==> config.mk <==
export PLATFORM = sky130hd
export DESIGN_NAME = track_mem_arbiter
export DESIGN_NICKNAME = d
export VERILOG_FILES = /design/src/rtl/track_mem_arbiter.sv
export SDC_FILE = /design/constraint.sdc
export NUM_CORES = 1
export LEC_CHECK = 0
export BUFFER_PORTS_ARGS = -buffer_cell sky130_fd_sc_hd__clkbuf_2
export CORE_MARGIN = 2
export CORE_UTILIZATION = 37
export CTS_CLUSTER_DIAMETER = 200
export DETAILED_ROUTE_END_ITERATION = 10
export HOLD_SLACK_MARGIN = 0.15
export MAX_ROUTING_LAYER = met4
export PLACE_DENSITY = 0.76
export SYNTH_ARGS = -nofsm -noshare
export SYNTH_HDL_FRONTEND = slang
export SYNTH_SLANG_ARGS = --single-unit
==> constraint.sdc <==
create_clock -name clk_in -period 1.5 [get_ports clk_in]
set_input_delay 0.075 -clock clk_in [delete_from_list [all_inputs] [get_ports clk_in]]
set_output_delay 0.075 -clock clk_in [all_outputs]
set_load 0.03 [all_outputs]
==> src/rtl/track_mem_arbiter.sv <==
`default_nettype none
// ============================================================================
// Module   : track_mem_arbiter
// Brief    : Shares the read-only track BRAM between the renderer (priority) and
//            NUM_REQ round-robin game requesters; optional macro STARVE_GUARD_EN.
// Revision : 1.0 - initial release
// ============================================================================
module track_mem_arbiter #(
    parameter int ADDR_W       = 17,
    parameter int DATA_W       = 12,
    parameter int NUM_REQ      = 2,
    parameter int READ_LATENCY = 2,
    parameter int MAX_WAIT     = 8
) (
    input  logic                      clk_in,
    input  logic                      rst_in,
    input  logic                      rend_valid,
    input  logic [ADDR_W-1:0]         rend_addr,
    output logic                      rend_data_valid,
    output logic [DATA_W-1:0]         rend_data,
    output logic                      rend_miss,
    input  logic [NUM_REQ-1:0]        req_valid,
    input  logic [NUM_REQ*ADDR_W-1:0] req_addr,
    output logic [NUM_REQ-1:0]        req_ready,
    output logic [NUM_REQ-1:0]        resp_valid,
    output logic [DATA_W-1:0]         resp_data,
    output logic                      mem_en,
    output logic [ADDR_W-1:0]         mem_addr,
    input  logic [DATA_W-1:0]         mem_rdata
);
    localparam int IDX_W = (NUM_REQ > 1) ? $clog2(NUM_REQ) : 1;

    // The wait threshold only shapes logic when the starvation guard is built in.
    if (MAX_WAIT < 1) begin : g_max_wait_floor
    end

    logic [IDX_W-1:0]  r_ptr;
    logic [ADDR_W-1:0] r_mem_addr;
    logic              r_tag_rend [READ_LATENCY];
    logic              r_tag_req  [READ_LATENCY];
    logic [IDX_W-1:0]  r_tag_idx  [READ_LATENCY];

    logic              w_rr_found;
    logic [IDX_W-1:0]  w_rr_idx;
    logic [IDX_W-1:0]  w_cand;
    logic              w_starve;
    logic [IDX_W-1:0]  w_starve_idx;
    logic              w_issue_rend;
    logic              w_issue_req;
    logic [IDX_W-1:0]  w_grant_idx;
    logic [ADDR_W-1:0] w_addr;

    // First valid requester strictly after the last granted one, wrapping.
    always_comb begin
        w_rr_found = 1'b0;
        w_rr_idx   = r_ptr;
        w_cand     = r_ptr;
        for (int k = 1; k <= NUM_REQ; k++) begin
            w_cand = IDX_W'((int'(r_ptr) + k) % NUM_REQ);
            if (!w_rr_found && req_valid[w_cand]) begin
                w_rr_found = 1'b1;
                w_rr_idx   = w_cand;
            end
        end
    end

`ifdef STARVE_GUARD_EN
    localparam int WAIT_W = $clog2(MAX_WAIT + 1);

    logic [WAIT_W-1:0] r_wait [NUM_REQ];

    // Descending scan so the lowest starving index wins.
    always_comb begin
        w_starve     = 1'b0;
        w_starve_idx = '0;
        for (int i = NUM_REQ - 1; i >= 0; i--) begin
            if (req_valid[i] && (r_wait[i] == WAIT_W'(MAX_WAIT))) begin
                w_starve     = 1'b1;
                w_starve_idx = IDX_W'(i);
            end
        end
    end

    always_ff @(posedge clk_in) begin
        for (int i = 0; i < NUM_REQ; i++) begin
            if (rst_in || !req_valid[i] || req_ready[i]) begin
                r_wait[i] <= '0;
            end else if (r_wait[i] != WAIT_W'(MAX_WAIT)) begin
                r_wait[i] <= r_wait[i] + 1'b1;
            end
        end
    end
`else
    assign w_starve     = 1'b0;
    assign w_starve_idx = '0;
`endif

    always_comb begin
        w_issue_rend = 1'b0;
        w_issue_req  = 1'b0;
        w_grant_idx  = r_ptr;
        rend_miss    = 1'b0;
        if (!rst_in) begin
            if (w_starve) begin
                w_issue_req = 1'b1;
                w_grant_idx = w_starve_idx;
                rend_miss   = rend_valid;
            end else if (rend_valid) begin
                w_issue_rend = 1'b1;
            end else if (w_rr_found) begin
                w_issue_req = 1'b1;
                w_grant_idx = w_rr_idx;
            end
        end
    end

    always_comb begin
        req_ready = '0;
        w_addr    = r_mem_addr;
        if (w_issue_rend) begin
            w_addr = rend_addr;
        end
        for (int i = 0; i < NUM_REQ; i++) begin
            if (w_issue_req && (w_grant_idx == IDX_W'(i))) begin
                req_ready[i] = 1'b1;
                w_addr       = req_addr[i*ADDR_W +: ADDR_W];
            end
        end
    end

    assign mem_en   = w_issue_rend | w_issue_req;
    assign mem_addr = w_addr;

    always_ff @(posedge clk_in) begin
        if (rst_in) begin
            r_ptr      <= IDX_W'(NUM_REQ - 1);
            r_mem_addr <= '0;
            for (int s = 0; s < READ_LATENCY; s++) begin
                r_tag_rend[s] <= 1'b0;
                r_tag_req[s]  <= 1'b0;
                r_tag_idx[s]  <= '0;
            end
        end else begin
            if (w_issue_req) begin
                r_ptr <= w_grant_idx;
            end
            if (mem_en) begin
                r_mem_addr <= w_addr;
            end
            r_tag_rend[0] <= w_issue_rend;
            r_tag_req[0]  <= w_issue_req;
            r_tag_idx[0]  <= w_grant_idx;
            for (int s = 1; s < READ_LATENCY; s++) begin
                r_tag_rend[s] <= r_tag_rend[s-1];
                r_tag_req[s]  <= r_tag_req[s-1];
                r_tag_idx[s]  <= r_tag_idx[s-1];
            end
        end
    end

    // Strobes are masked during reset so nothing issued before it can surface.
    always_comb begin
        resp_valid = '0;
        for (int i = 0; i < NUM_REQ; i++) begin
            resp_valid[i] = !rst_in && r_tag_req[READ_LATENCY-1]
                            && (r_tag_idx[READ_LATENCY-1] == IDX_W'(i));
        end
    end

    assign rend_data_valid = r_tag_rend[READ_LATENCY-1] & ~rst_in;
    assign rend_data       = mem_rdata;
    assign resp_data       = mem_rdata;

endmodule
`default_nettype wire
# After elaboration in Yosys (flattened, before gate mapping)
# Memory sizes are Yosys's and may differ from the RTL's.
# Index checks and enable logic that the tools add are counted.
word_totals:
  out_inout_bits: 48
  word_cells: 58
  n_memories: 3
  mem_bits_rw: 6
  regBits: 18
classes:
  addsub: 2
  bitwise: 11
  mux: 30
  order_cmp: 2
  reduce_logical: 8
memory_table:
  columns: ["memory", "words", "word_bits", "read_ports", "rd_clocked_by_memory_dff", "write_ports", "line_no", "text"]
  rows:
  - ["r_tag_idx", 2, 1, 2, 0, 2, "41", "logic [IDX_W-1:0] r_tag_idx [READ_LATENCY];"]
  - ["r_tag_rend", 2, 1, 2, 0, 2, "39", "logic r_tag_rend [READ_LATENCY];"]
  - ["r_tag_req", 2, 1, 2, 0, 2, "40", "logic r_tag_req [READ_LATENCY];"]
op_table:
  columns: ["cell", "count"]
  rows:
  - ["$mux 17", 3]
  - ["$mux 1", 27]
  - ["$or 1x1->1", 7]
  - ["$logic_and 1x1->1", 6]
  - ["$lt 1x2->1 const B", 2]
  - ["$not 1->1", 3]
  - ["$add 1x1->1 const B", 2]
  - ["$logic_not 1->1", 2]
  - ["$and 1x1->1", 1]

# Depth between registers and ports, before layout
# Gate-level depths: netlist (run 1).
depth:
  depth_word: 14
  mapped_depth: 6

# Worst setup path after synthesis (run 1)
# No wires, ideal clock.
synth_timing:
  path_kind: "register to register"
  from: "register r_ptr"
  to: "register r_mem_addr[10]"
  path_stages_with_launch: 6
  synth_period_minus_slack_ns: 1.458
  path_slack_ns: 0.042
  arrival_time_ns: 1.340
  path_buffers: 1
  setup_time_ns: 0.117
  cell_sequence: "dfxtp_1 inv_1 a211oi_4 buf_6 o22ai_1 a32o_1"
synth_between:
  elab_chain_cells: 14
synth_lines:
  columns: ["element", "line_no", "text"]
  rows:
  - ["from (decl)", "37", "logic [IDX_W-1:0] r_ptr;"]
  - ["from (signal assigned)", "136", "r_ptr <= IDX_W'(NUM_REQ - 1);"]
  - ["from (signal assigned)", "145", "r_ptr <= w_grant_idx;"]
  - ["$add 1x1->1", "59", "w_cand = IDX_W'((int'(r_ptr) + k) % NUM_REQ);"]
  - ["$mux 1 (implied by the code) (2 in series)", "60", "if (!w_rr_found && req_valid[w_cand]) begin"]
  - ["$mux 1", "60", null]
  - ["$logic_not 1->1", "60", null]
  - ["$logic_and 1x1->1", "60", null]
  - ["$mux 1", "60", null]
  - ["$mux 1", "110", "end else if (w_rr_found) begin"]
  - ["$mux 1", "108", "end else if (rend_valid) begin"]
  - ["$mux 1", "103", "if (!rst_in) begin"]
  - ["$not 1->1", "124", "if (w_issue_req && (w_grant_idx == IDX_W'(i))) begin"]
  - ["$logic_and 1x1->1", "124", null]
  - ["$mux 17 (2 in series)", "124", null]
  - ["to (signal assigned)", "148", "r_mem_addr <= w_addr;"]
  - ["to (decl)", "38", "logic [ADDR_W-1:0] r_mem_addr;"]
# Parallel ways exist; a longest one is shown, timed or not. The select of a mux whose other input is x is not followed.
# A chain may end at the register's enable or synchronous reset.

# Worst setup path after layout (run 1)
layout_timing:
  from: "register r_ptr"
  to: "output port mem_addr[6]"
layout_between:
  elab_chain_cells: 14
layout_lines:
  columns: ["element", "line_no", "text"]
  rows:
  - ["$add 1x1->1", "59", null]
  - ["$mux 1 (implied by the code) (2 in series)", "60", null]
  - ["$mux 1", "60", null]
  - ["$logic_not 1->1", "60", null]
  - ["$logic_and 1x1->1", "60", null]
  - ["$mux 1", "60", null]
  - ["$mux 1", "110", null]
  - ["$mux 1", "108", null]
  - ["$mux 1", "103", null]
  - ["$not 1->1", "124", null]
  - ["$logic_and 1x1->1", "124", null]
  - ["$mux 17", "124", null]
  - ["$mux 17 (*)", "124", null]
  - ["to (decl)", "28", "output logic [ADDR_W-1:0] mem_addr,"]
# Mark *: on every way between the ends. The rest lies on a longest branch, timed or not. The select of a mux whose other input is x is not followed.

==> impl_metrics.env, run 1 <==
export IMPL_power_density_nw_per_um2=812
export IMPL_synthArstFlopShare_pct=0
export IMPL_yosysSeqAreaShare_pct=28.9
export IMPL_antenna_cells=0
export IMPL_grt_pass1_vias=1665
export IMPL_wire_per_inst_um=15.5
export IMPL_max_cap_viol_count=0
export IMPL_synth_edf_count=0
export IMPL_synthFlopType="dfxtp_1"
export IMPL_ios=116
export IMPL_hold_violations=0
export IMPL_status="finished with violations"
export IMPL_num_vias=1647
export IMPL_postSynthCellCount=187
export IMPL_gp_congestion=0.776
export IMPL_cp_max_fo=5
export IMPL_min_to="rend_data[4]"
export IMPL_drv_slew=0
export IMPL_preCtsSetupSlack_ns=0.00421
export IMPL_violations="negative setup slack"
export IMPL_path_class="flop to primary output"
export IMPL_portBuffers=78
export IMPL_r2r_start="r_ptr"
export IMPL_syn_area_um2=1660
export IMPL_clkLatencyLatePin_ns=0.26
export IMPL_clock_path_buffers=2
export IMPL_track_usage_pct=19.3
export IMPL_fin_skew_ns=0.00148
export IMPL_start_util_pct=38.2
export IMPL_drtAntennaViolNets=0
export IMPL_htreeDepth=1
export IMPL_holdPathStages=0
export IMPL_hold_ws_ns=0.150
export IMPL_avgSynthCellArea_um2=8.89
export IMPL_hold_path_startpoint="mem_rdata[4]"
export IMPL_rows=24
export IMPL_critPathLaunchType="flop"
export IMPL_max_freq_mhz=590
export IMPL_synth_nets=255
export IMPL_area_delta_synth_final_pct=44.0
export IMPL_coreArea_um2=4350
export IMPL_holdCritPathClass="input pin to primary output"
export IMPL_tritoncts="yes"
export IMPL_grt_pass1_wl_mm=7.62
export IMPL_p_leak_nw=1.09
export IMPL_reg2reg_slack_ns=0
export IMPL_rsz0062_at_grt="true"
export IMPL_fp_dieW_um=71.0
export IMPL_post_route_min_period_ns=1.70
export IMPL_antenna_found_initial=0
export IMPL_clock_root_buffer="clkbuf_8"
export IMPL_multiInputGateArea_um2=1060
export IMPL_fin_ws_ns=-0.195
export IMPL_critical_path_required_ns=1.42
export IMPL_grt_max_degree=18
export IMPL_dieArea_um2=5050
export IMPL_ys_seq_elements=24
export IMPL_setup_viol=18
export IMPL_end_kind="primary output"
export IMPL_wirelength_mm=4.78
export IMPL_dp_hpwl_mm=3.19
export IMPL_peakVddDrop_mv=0.639
export IMPL_period_share_pct=113
export IMPL_fillers=402
export IMPL_cts_hold_buf=0
export IMPL_overflow=0
export IMPL_clk_pin_slew_ns=0.08
export IMPL_drive_gt1_share_pct=56.6
export IMPL_yosysWarnings=0
export IMPL_numCtsBuffers=3
export IMPL_synth_cell_type_count=27
export IMPL_timing_rr_end="r_mem_addr[3]"
export IMPL_clock_sinks=24
export IMPL_fin_setup_tns_ns=-2.88
export IMPL_critPathArrivalTime_ns=1.62
export IMPL_register_area_um2=482
export IMPL_reg2reg_depth=6
export IMPL_drc=0
export IMPL_drt_first_pass_iters=4
export IMPL_via_per_inst=5.35
export IMPL_drtIter0Drc=84
export IMPL_layout_nets=325
export IMPL_die_h_um=71.0
cell type report:
class                           instances  share of cell area, %
Multi-Input combinational cell        125                   44.4
Timing Repair Buffer                   99                   29.8
Sequential cell                        24                   20.1
Tap cell                               52                   2.72
Clock buffer                            4                   2.30
Inverter                                4                  0.627
registers in the layout, indices dropped and copies added, names as in the netlist:
| name | cells |
|---|---|
| r_mem_addr | 17 |
| r_tag_idx | 2 |
| r_tag_rend | 2 |
| r_tag_req | 2 |
| r_ptr | 1 |
cell usage in the layout (no fill, tap or decap), drive strengths merged:
master / synthesis / routed
a21boi: 1 / 1
a21oi: 19 / 19
a32o: 17 / 17
mux2i: 17 / 17
and2: 17 / 17
dfxtp: 24 / 24
or2: 18 / 18
o22ai: 17 / 17
clkbuf: 3 / 67
buf: 34 / 36
a31oi: 1 / 1
a211oi: 1 / 1
nor2: 3 / 3
conb: 1 / 1
nand2b: 2 / 5
and3b: 1 / 1
nor3b: 1 / 1
inv: 4 / 4
nor4: 1 / 1
nor2b: 5 / 5
cells in the mapped netlist, types with 3 or more instances:
cell type	instances	area share [%]
buf_4	27	12
dfxtp_1	24	29
a21oi_1	18	5.4
a32o_1	17	10
and2_1	17	6.4
mux2i_1	17	10
o22ai_1	17	6.4
or2_1	8	3.0
or2_2	8	3.0
buf_2	5	1.5
nor2b_1	5	1.9
inv_1	4	0.90
nor2_1	3	0.68
worst max-delay path by stage:
stage / startpoint / to / depth (start not counted)
finish: r_ptr / mem_addr[6] / 6
global route: r_ptr / mem_addr[6] / 6
CTS: r_ptr / mem_addr[1] / 6
detailed placement: rst_in / mem_addr[13] / 6
global placement: r_ptr / mem_addr[10] / 6
floorplan: r_ptr / r_mem_addr[10] / 5
where the power goes:
| part | switching, mW | leakage (nW) | internal (mW) |
|---|---|---|---|
| Combinational | 0.388 | 0.861 | 0.414 |
| Sequential | 0.0223 | 0.197 | 0.685 |
| Clock | 0.203 | 0.0288 | 0.234 |
routing by layer:
metal	global-route usage (%)	up-vias	share of wire (%)
met5	-	-	0
met4	7.13	0	1.7
met3	3.56	15	6.7
met2	31.8	78	51
met1	23.7	761	40
li1	-	793	-
worst max-delay path, cell delays in order (launching register included):
cell and delay (ns):
dfxtp_2 0.34, a21boi_4 0.23, buf_6 0.16, nand2b_4 0.07, or2_1 0.25, and2_4 0.17
buf_6 0.13
per-stage QoR:
step | power (mW) | utilization, % | cell area (µm²) | cells
after floorplan | 1.23 | - | 1660 | 187
after global placement | 1.30 | 45.6 | 1990 | 296
after detailed placement | 1.31 | 45.6 | 1990 | 296
after CTS | 1.86 | 51.7 | 2250 | 305
after global routing | 2.04 | 55.0 | 2390 | 308
final | 1.95 | 55.0 | 2390 | 308
kinds of logic (layout without fill, tap and decap cells):
family / count (synthesis) / in the layout / share of synthesized area (%)
compound gates: 56 / 56 / 25.3
other cells: 1 / 1 / 0.226
mux: 17 / 17 / 10.2
simple gates: 48 / 51 / 18.7
flops: 24 / 24 / 28.9
buf+inv: 41 / 107 / 16.7
what timing repair did:
item	4_1_cts	5_1_grt
setup endpoints to repair	18	18
cloned	2	1
resized for setup	47	49
buffers inserted	3	3
pin swaps	4	12
Power figures use the tool's default switching activity.
==> run 2: changes to the inputs <==
- CORE_UTILIZATION: 37 -> 38
- CTS_BUF_LIST: default -> sky130_fd_sc_hd__clkbuf_2
- PLACE_DENSITY: 0.76 -> 0.78
- TNS_END_PERCENT: default -> 10
==> impl_metrics.env, run 2 (synthesis results as in run 1) <==
export IMPL_switching_share_pct=31.6
export IMPL_regMostFlops="r_mem_addr"
export IMPL_max_cap_viol_count=0
export IMPL_path_class="flop to primary output"
export IMPL_cp_slowest_cell="dfxtp_2"
export IMPL_dp_hpwl_mm=3.31
export IMPL_period_share_pct=121
export IMPL_status="finished with violations"
export IMPL_grt_pass1_vias=1807
export IMPL_setup_viol=18
export IMPL_crit_family="simple AND/OR/NAND/NOR gates"
export IMPL_htreeDepth=1
export IMPL_fillers=388
export IMPL_fp_dieW_um=70.2
export IMPL_tritoncts="yes"
export IMPL_fin_area_um2=2480
export IMPL_antenna_found_initial=0
export IMPL_use_met3_pct=2.31
export IMPL_p_seq_share_pct=37.2
export IMPL_drtIter0Drc=69
export IMPL_critical_path_required_ns=1.42
export IMPL_violations="negative setup slack"
export IMPL_clock_root_buffer="clkbuf_2"
export IMPL_fin_skew_ns=0.00893
export IMPL_power_density_nw_per_um2=768
export IMPL_rsz0062_at_grt="true"
export IMPL_gp_congestion=0.833
export IMPL_clkLatencyLatePin_ns=0.33
export IMPL_share_comb_of_total_power_pct=40.3
export IMPL_cp_num_buf_inv=2
export IMPL_placed_cell_area_um2=2010
export IMPL_holdCritPathClass="input pin to primary output"
export IMPL_hold_violations=0
export IMPL_largest_reg_flops=17
export IMPL_clock_power_share_pct=22.5
export IMPL_num_vias=1708
export IMPL_fin_ws_ns=-0.315
export IMPL_busiest_layer="met2"
export IMPL_area_delta_synth_final_pct=49.3
export IMPL_track_usage_pct=21.1
export IMPL_p_leak_nw=1.12
export IMPL_critPathMaxStageDelay_ns=0.39
export IMPL_critPathLaunchType="flop"
export IMPL_mostFrequentLayoutCells="clkbuf_2 (61), dfxtp_1 (23), buf_4 (22)"
export IMPL_multiInputGateArea_um2=996
export IMPL_start_util_pct=38.7
export IMPL_grt_max_degree=15
export IMPL_drtAntennaViolNets=0
export IMPL_portBuffers=78
export IMPL_die_h_um=70.2
export IMPL_layout_nets=342
export IMPL_register_area_um2=482
export IMPL_antenna_cells=0
export IMPL_drt_first_pass_iters=4
export IMPL_wirelength_mm=5.14
export IMPL_grt_pass1_wl_mm=8.11
export IMPL_drive_gt1_share_pct=47.6
export IMPL_wire_per_inst_um=15.8
export IMPL_clk_pin_slew_ns=0.24
export IMPL_clock_sinks=24
export IMPL_peakVddDrop_mv=0.456
export IMPL_end_kind="primary output"
export IMPL_drv_slew=0
export IMPL_numCtsBuffers=3
export IMPL_use_met1_pct=24.2
export IMPL_max_freq_mhz=551
export IMPL_coreArea_um2=4290
export IMPL_drc=0
export IMPL_grtUsageMet2_pct=36.7
export IMPL_p_int_mw=1.30
export IMPL_critPathArrivalTime_ns=1.74
export IMPL_clock_path_buffers=2
export IMPL_rows=24
export IMPL_ios=116
export IMPL_via_per_inst=5.26
export IMPL_final_common_cell="clkbuf_2"
export IMPL_p_switching_uw=602
export IMPL_path_cells="a21boi_4 -> buf_12 -> nand2b_4 -> or2_2 -> and2_1 -> clkbuf_8"
export IMPL_dieArea_um2=4920
export IMPL_overflow=0
export IMPL_fin_util_pct=57.8
export IMPL_cp_max_fo=5
export IMPL_post_route_min_period_ns=1.82
==> run 2: power by group through the flow <==
stage               Clock [mW]  Combinational [mW]  Sequential [mW]
floorplan                    0               0.511            0.716
global placement             0               0.593            0.719
detailed placement           0               0.600            0.722
CTS                      0.446               0.733            0.709
global route             0.468               0.815            0.716
finish                   0.429               0.768            0.710
==> run 2: worst paths after layout <==
kind,end,slack [ns],depth (start not counted),startpoint
min reg2reg,r_tag_idx[0][1],0.46,1,r_tag_idx[0][0]
max reg2reg,r_mem_addr[11],0.07,5,r_ptr
max,mem_addr[14],-0.32,6,r_ptr
min,rend_data[0],0.15,0,mem_rdata[0]
==> run 2: layout make-up <==
class                   count  share of cell area (%)
clock inverters             1                    1.21
inverters                   4                   0.605
clock buffers               3                   0.605
flip-flops and latches     24                    19.4
multi-input cells         124                    40.1
repair buffers            117                    35.4
well taps                  52                    2.62
==> run 2: metrics by stage <==
step	TNS, ns	std cells	total power [mW]	setup WS [ns]	hold WS (ns)
after detailed placement	0	298	1.32	0.0497	0.150
final	-5.06	325	1.91	-0.315	0.150
after global routing	-7.05	325	2.00	-0.429	0.150
after global placement	0	298	1.31	0.0752	0.150
after floorplan	0	187	1.23	0.0422	0.212
after CTS	-5.60	324	1.89	-0.340	0.150
==> run 2: per-layer routing <==
metal	wire (µm)	vias to the layer above
li1	-	828
met1	2040	796
met2	2700	68
met3	271	16
met4	127	0
met5	0	-
==> run 2: worst reg2reg max path, stage by stage (launching register included) <==
cell      delay (ns)
dfxtp_2         0.39
a21boi_4        0.17
buf_12          0.15
nand2b_4        0.07
or2_2           0.30
a32o_1          0.27
==> run 2: repair_timing <==
item,in CTS,in global routing
endpoints found under the setup margin,18,20
setup buffers,1,0
endpoints found under the hold margin,23,1
pin swaps,4,4
cloned,2,0
gates resized for setup,40,26
hold buffers,19,1
==> run 3: changes to the inputs <==
- CTS_BUF_LIST: sky130_fd_sc_hd__clkbuf_2 -> sky130_fd_sc_hd__clkbuf_4 sky130_fd_sc_hd__clkbuf_8
==> impl_metrics.env, run 3 (synthesis results as in run 1) <==
export IMPL_cp_slowest_cell="dfxtp_2"
export IMPL_wire_per_inst_um=15.5
export IMPL_violations="negative setup slack"
export IMPL_tritoncts="yes"
export IMPL_critPathArrivalTime_ns=1.63
export IMPL_gp_congestion=0.833
export IMPL_end_kind="primary output"
export IMPL_path_cells="a21boi_4 -> buf_6 -> nand2b_4 -> or2_2 -> and2_4 -> clkbuf_8"
export IMPL_p_leak_nw=1.09
export IMPL_num_vias=1655
export IMPL_critPathLaunchType="flop"
export IMPL_p_switching_uw=621
export IMPL_numCtsBuffers=3
export IMPL_clock_sinks=24
export IMPL_timing_rr_end="r_mem_addr[13]"
export IMPL_portBuffers=78
export IMPL_clk_pin_slew_ns=0.09
export IMPL_setup_viol=17
export IMPL_grt_pass1_vias=1702
export IMPL_use_met1_pct=21.3
export IMPL_p_seq_share_pct=34.2
export IMPL_cts_hold_buf=0
export IMPL_p_int_mw=1.45
export IMPL_status="finished with violations"
export IMPL_fp_dieW_um=70.2
export IMPL_reg2reg_depth=5
export IMPL_hold_ws_ns=0.150
export IMPL_die_h_um=70.2
export IMPL_post_route_min_period_ns=1.71
export IMPL_share_comb_of_total_power_pct=38.3
export IMPL_overflow=0
export IMPL_regMostFlops="r_mem_addr"
export IMPL_antenna_cells=0
export IMPL_coreArea_um2=4290
export IMPL_p_total_mw=2.07
export IMPL_largest_reg_flops=17
export IMPL_wirelength_mm=4.78
export IMPL_via_per_inst=5.36
export IMPL_min_to="rend_data[0]"
export IMPL_register_area_um2=482
export IMPL_rows=24
export IMPL_dp_hpwl_mm=3.31
export IMPL_layout_nets=326
export IMPL_switching_share_pct=30.0
export IMPL_drv_slew=0
export IMPL_drt_first_pass_iters=4
export IMPL_busiest_layer="met2"
export IMPL_track_usage_pct=18.5
export IMPL_drive_gt1_share_pct=56.0
export IMPL_antenna_found_initial=0
export IMPL_fin_ws_ns=-0.206
export IMPL_clkLatencyLatePin_ns=0.26
export IMPL_drc=0
export IMPL_holdCritPathClass="input pin to primary output"
export IMPL_hold_violations=0
export IMPL_max_freq_mhz=586
export IMPL_dieArea_um2=4920
export IMPL_peakVddDrop_mv=0.515
export IMPL_power_density_nw_per_um2=853
export IMPL_grtUsageMet2_pct=32.0
export IMPL_critical_path_required_ns=1.42
export IMPL_clock_root_buffer="clkbuf_8"
export IMPL_grt_max_degree=19
export IMPL_drtIter0Drc=63
export IMPL_final_common_cell="clkbuf_2"
export IMPL_reg2reg_slack_ns=0.07
export IMPL_holdPathStages=0
export IMPL_cp_max_fo=5
export IMPL_preCtsSetupSlack_ns=0.0497
export IMPL_area_delta_synth_final_pct=45.9
export IMPL_drtAntennaViolNets=0
export IMPL_hold_path_startpoint="mem_rdata[0]"
export IMPL_clock_power_share_pct=27.4
export IMPL_grt_pass1_wl_mm=7.31
export IMPL_fillers=382
export IMPL_start_util_pct=38.7
export IMPL_rsz0062_at_grt="true"
export IMPL_fin_skew_ns=0.00322
export IMPL_clock_path_buffers=2
export IMPL_max_cap_viol_count=0
export IMPL_path_class="flop to primary output"
export IMPL_htreeDepth=1
export IMPL_multiInputGateArea_um2=1050
export IMPL_period_share_pct=114
export IMPL_ios=116
export IMPL_mostFrequentLayoutCells="clkbuf_2 (60), dfxtp_1 (23), buf_4 (18)"
export IMPL_use_met3_pct=3.32
export IMPL_critPathMaxStageDelay_ns=0.35
export IMPL_r2r_start="r_ptr"
## run 3: how the worst max path moves through the flow
stage	start	endpoint	slack, ns	depth (start not counted)
3_3_place_gp	r_ptr	mem_addr[10]	0.08	6
5_1_grt	r_ptr	mem_addr[11]	-0.28	6
3_5_place_dp	rst_in	mem_addr[2]	0.05	6
2_1_floorplan	r_ptr	r_mem_addr[10]	0.04	5
6_report	r_ptr	mem_addr[13]	-0.21	6
4_1_cts	r_ptr	mem_addr[2]	-0.23	6
## run 3: critical path: cells and delay by family (launching register included)
kind,cells,cell delay [ns]
buffers and inverters,2,0.29
AOI/OAI and AO/OA,1,0.18
and+or+nand+nor,3,0.55
DFF,1,0.35
## run 3: final cells by class
| class | count | share of cell area (%) |
|---|---|---|
| clock buffer | 3 | 1.70 |
| tap | 52 | 2.68 |
| multi-input combinational | 124 | 43.2 |
| clock inverter | 1 | 1.24 |
| timing repair buffer | 101 | 30.7 |
| inverter | 4 | 0.619 |
| sequential | 24 | 19.9 |
## run 3: what timing repair did
| action | 4_1_cts | 5_1_grt |
|---|---|---|
| setup buffers | 1 | 3 |
| setup endpoints to repair | 18 | 19 |
| pin swaps | 2 | 5 |
| endpoints found under the hold margin | 0 | 0 |
| gates resized for setup | 48 | 21 |
| cloned | 1 | 2 |
## run 3: routing by layer
metal / wire length [µm] / vias to the layer above
met1: 2050 / 780
li1: - / 794
met5: 0 / -
met3: 293 / 12
met2: 2370 / 69
met4: 61 / 0
## run 3: power by group through the flow
stage | Clock, mW | Sequential (mW) | Combinational, mW
after floorplan | 0 | 0.716 | 0.511
after global placement | 0 | 0.719 | 0.593
after detailed placement | 0 | 0.722 | 0.600
after CTS | 0.580 | 0.707 | 0.724
after global routing | 0.603 | 0.713 | 0.842
final | 0.568 | 0.708 | 0.793
## run 3: stage by stage
step,TNS [ns],cells,instance area (µm²),utilization [%]
5_1_grt,-4.37,309,2430,56.5
4_1_cts,-3.55,304,2310,53.7
3_5_place_dp,0,298,2010,46.9
6_report,-3.01,309,2430,56.5
3_3_place_gp,0,298,2010,46.9
2_1_floorplan,0,187,1660,-
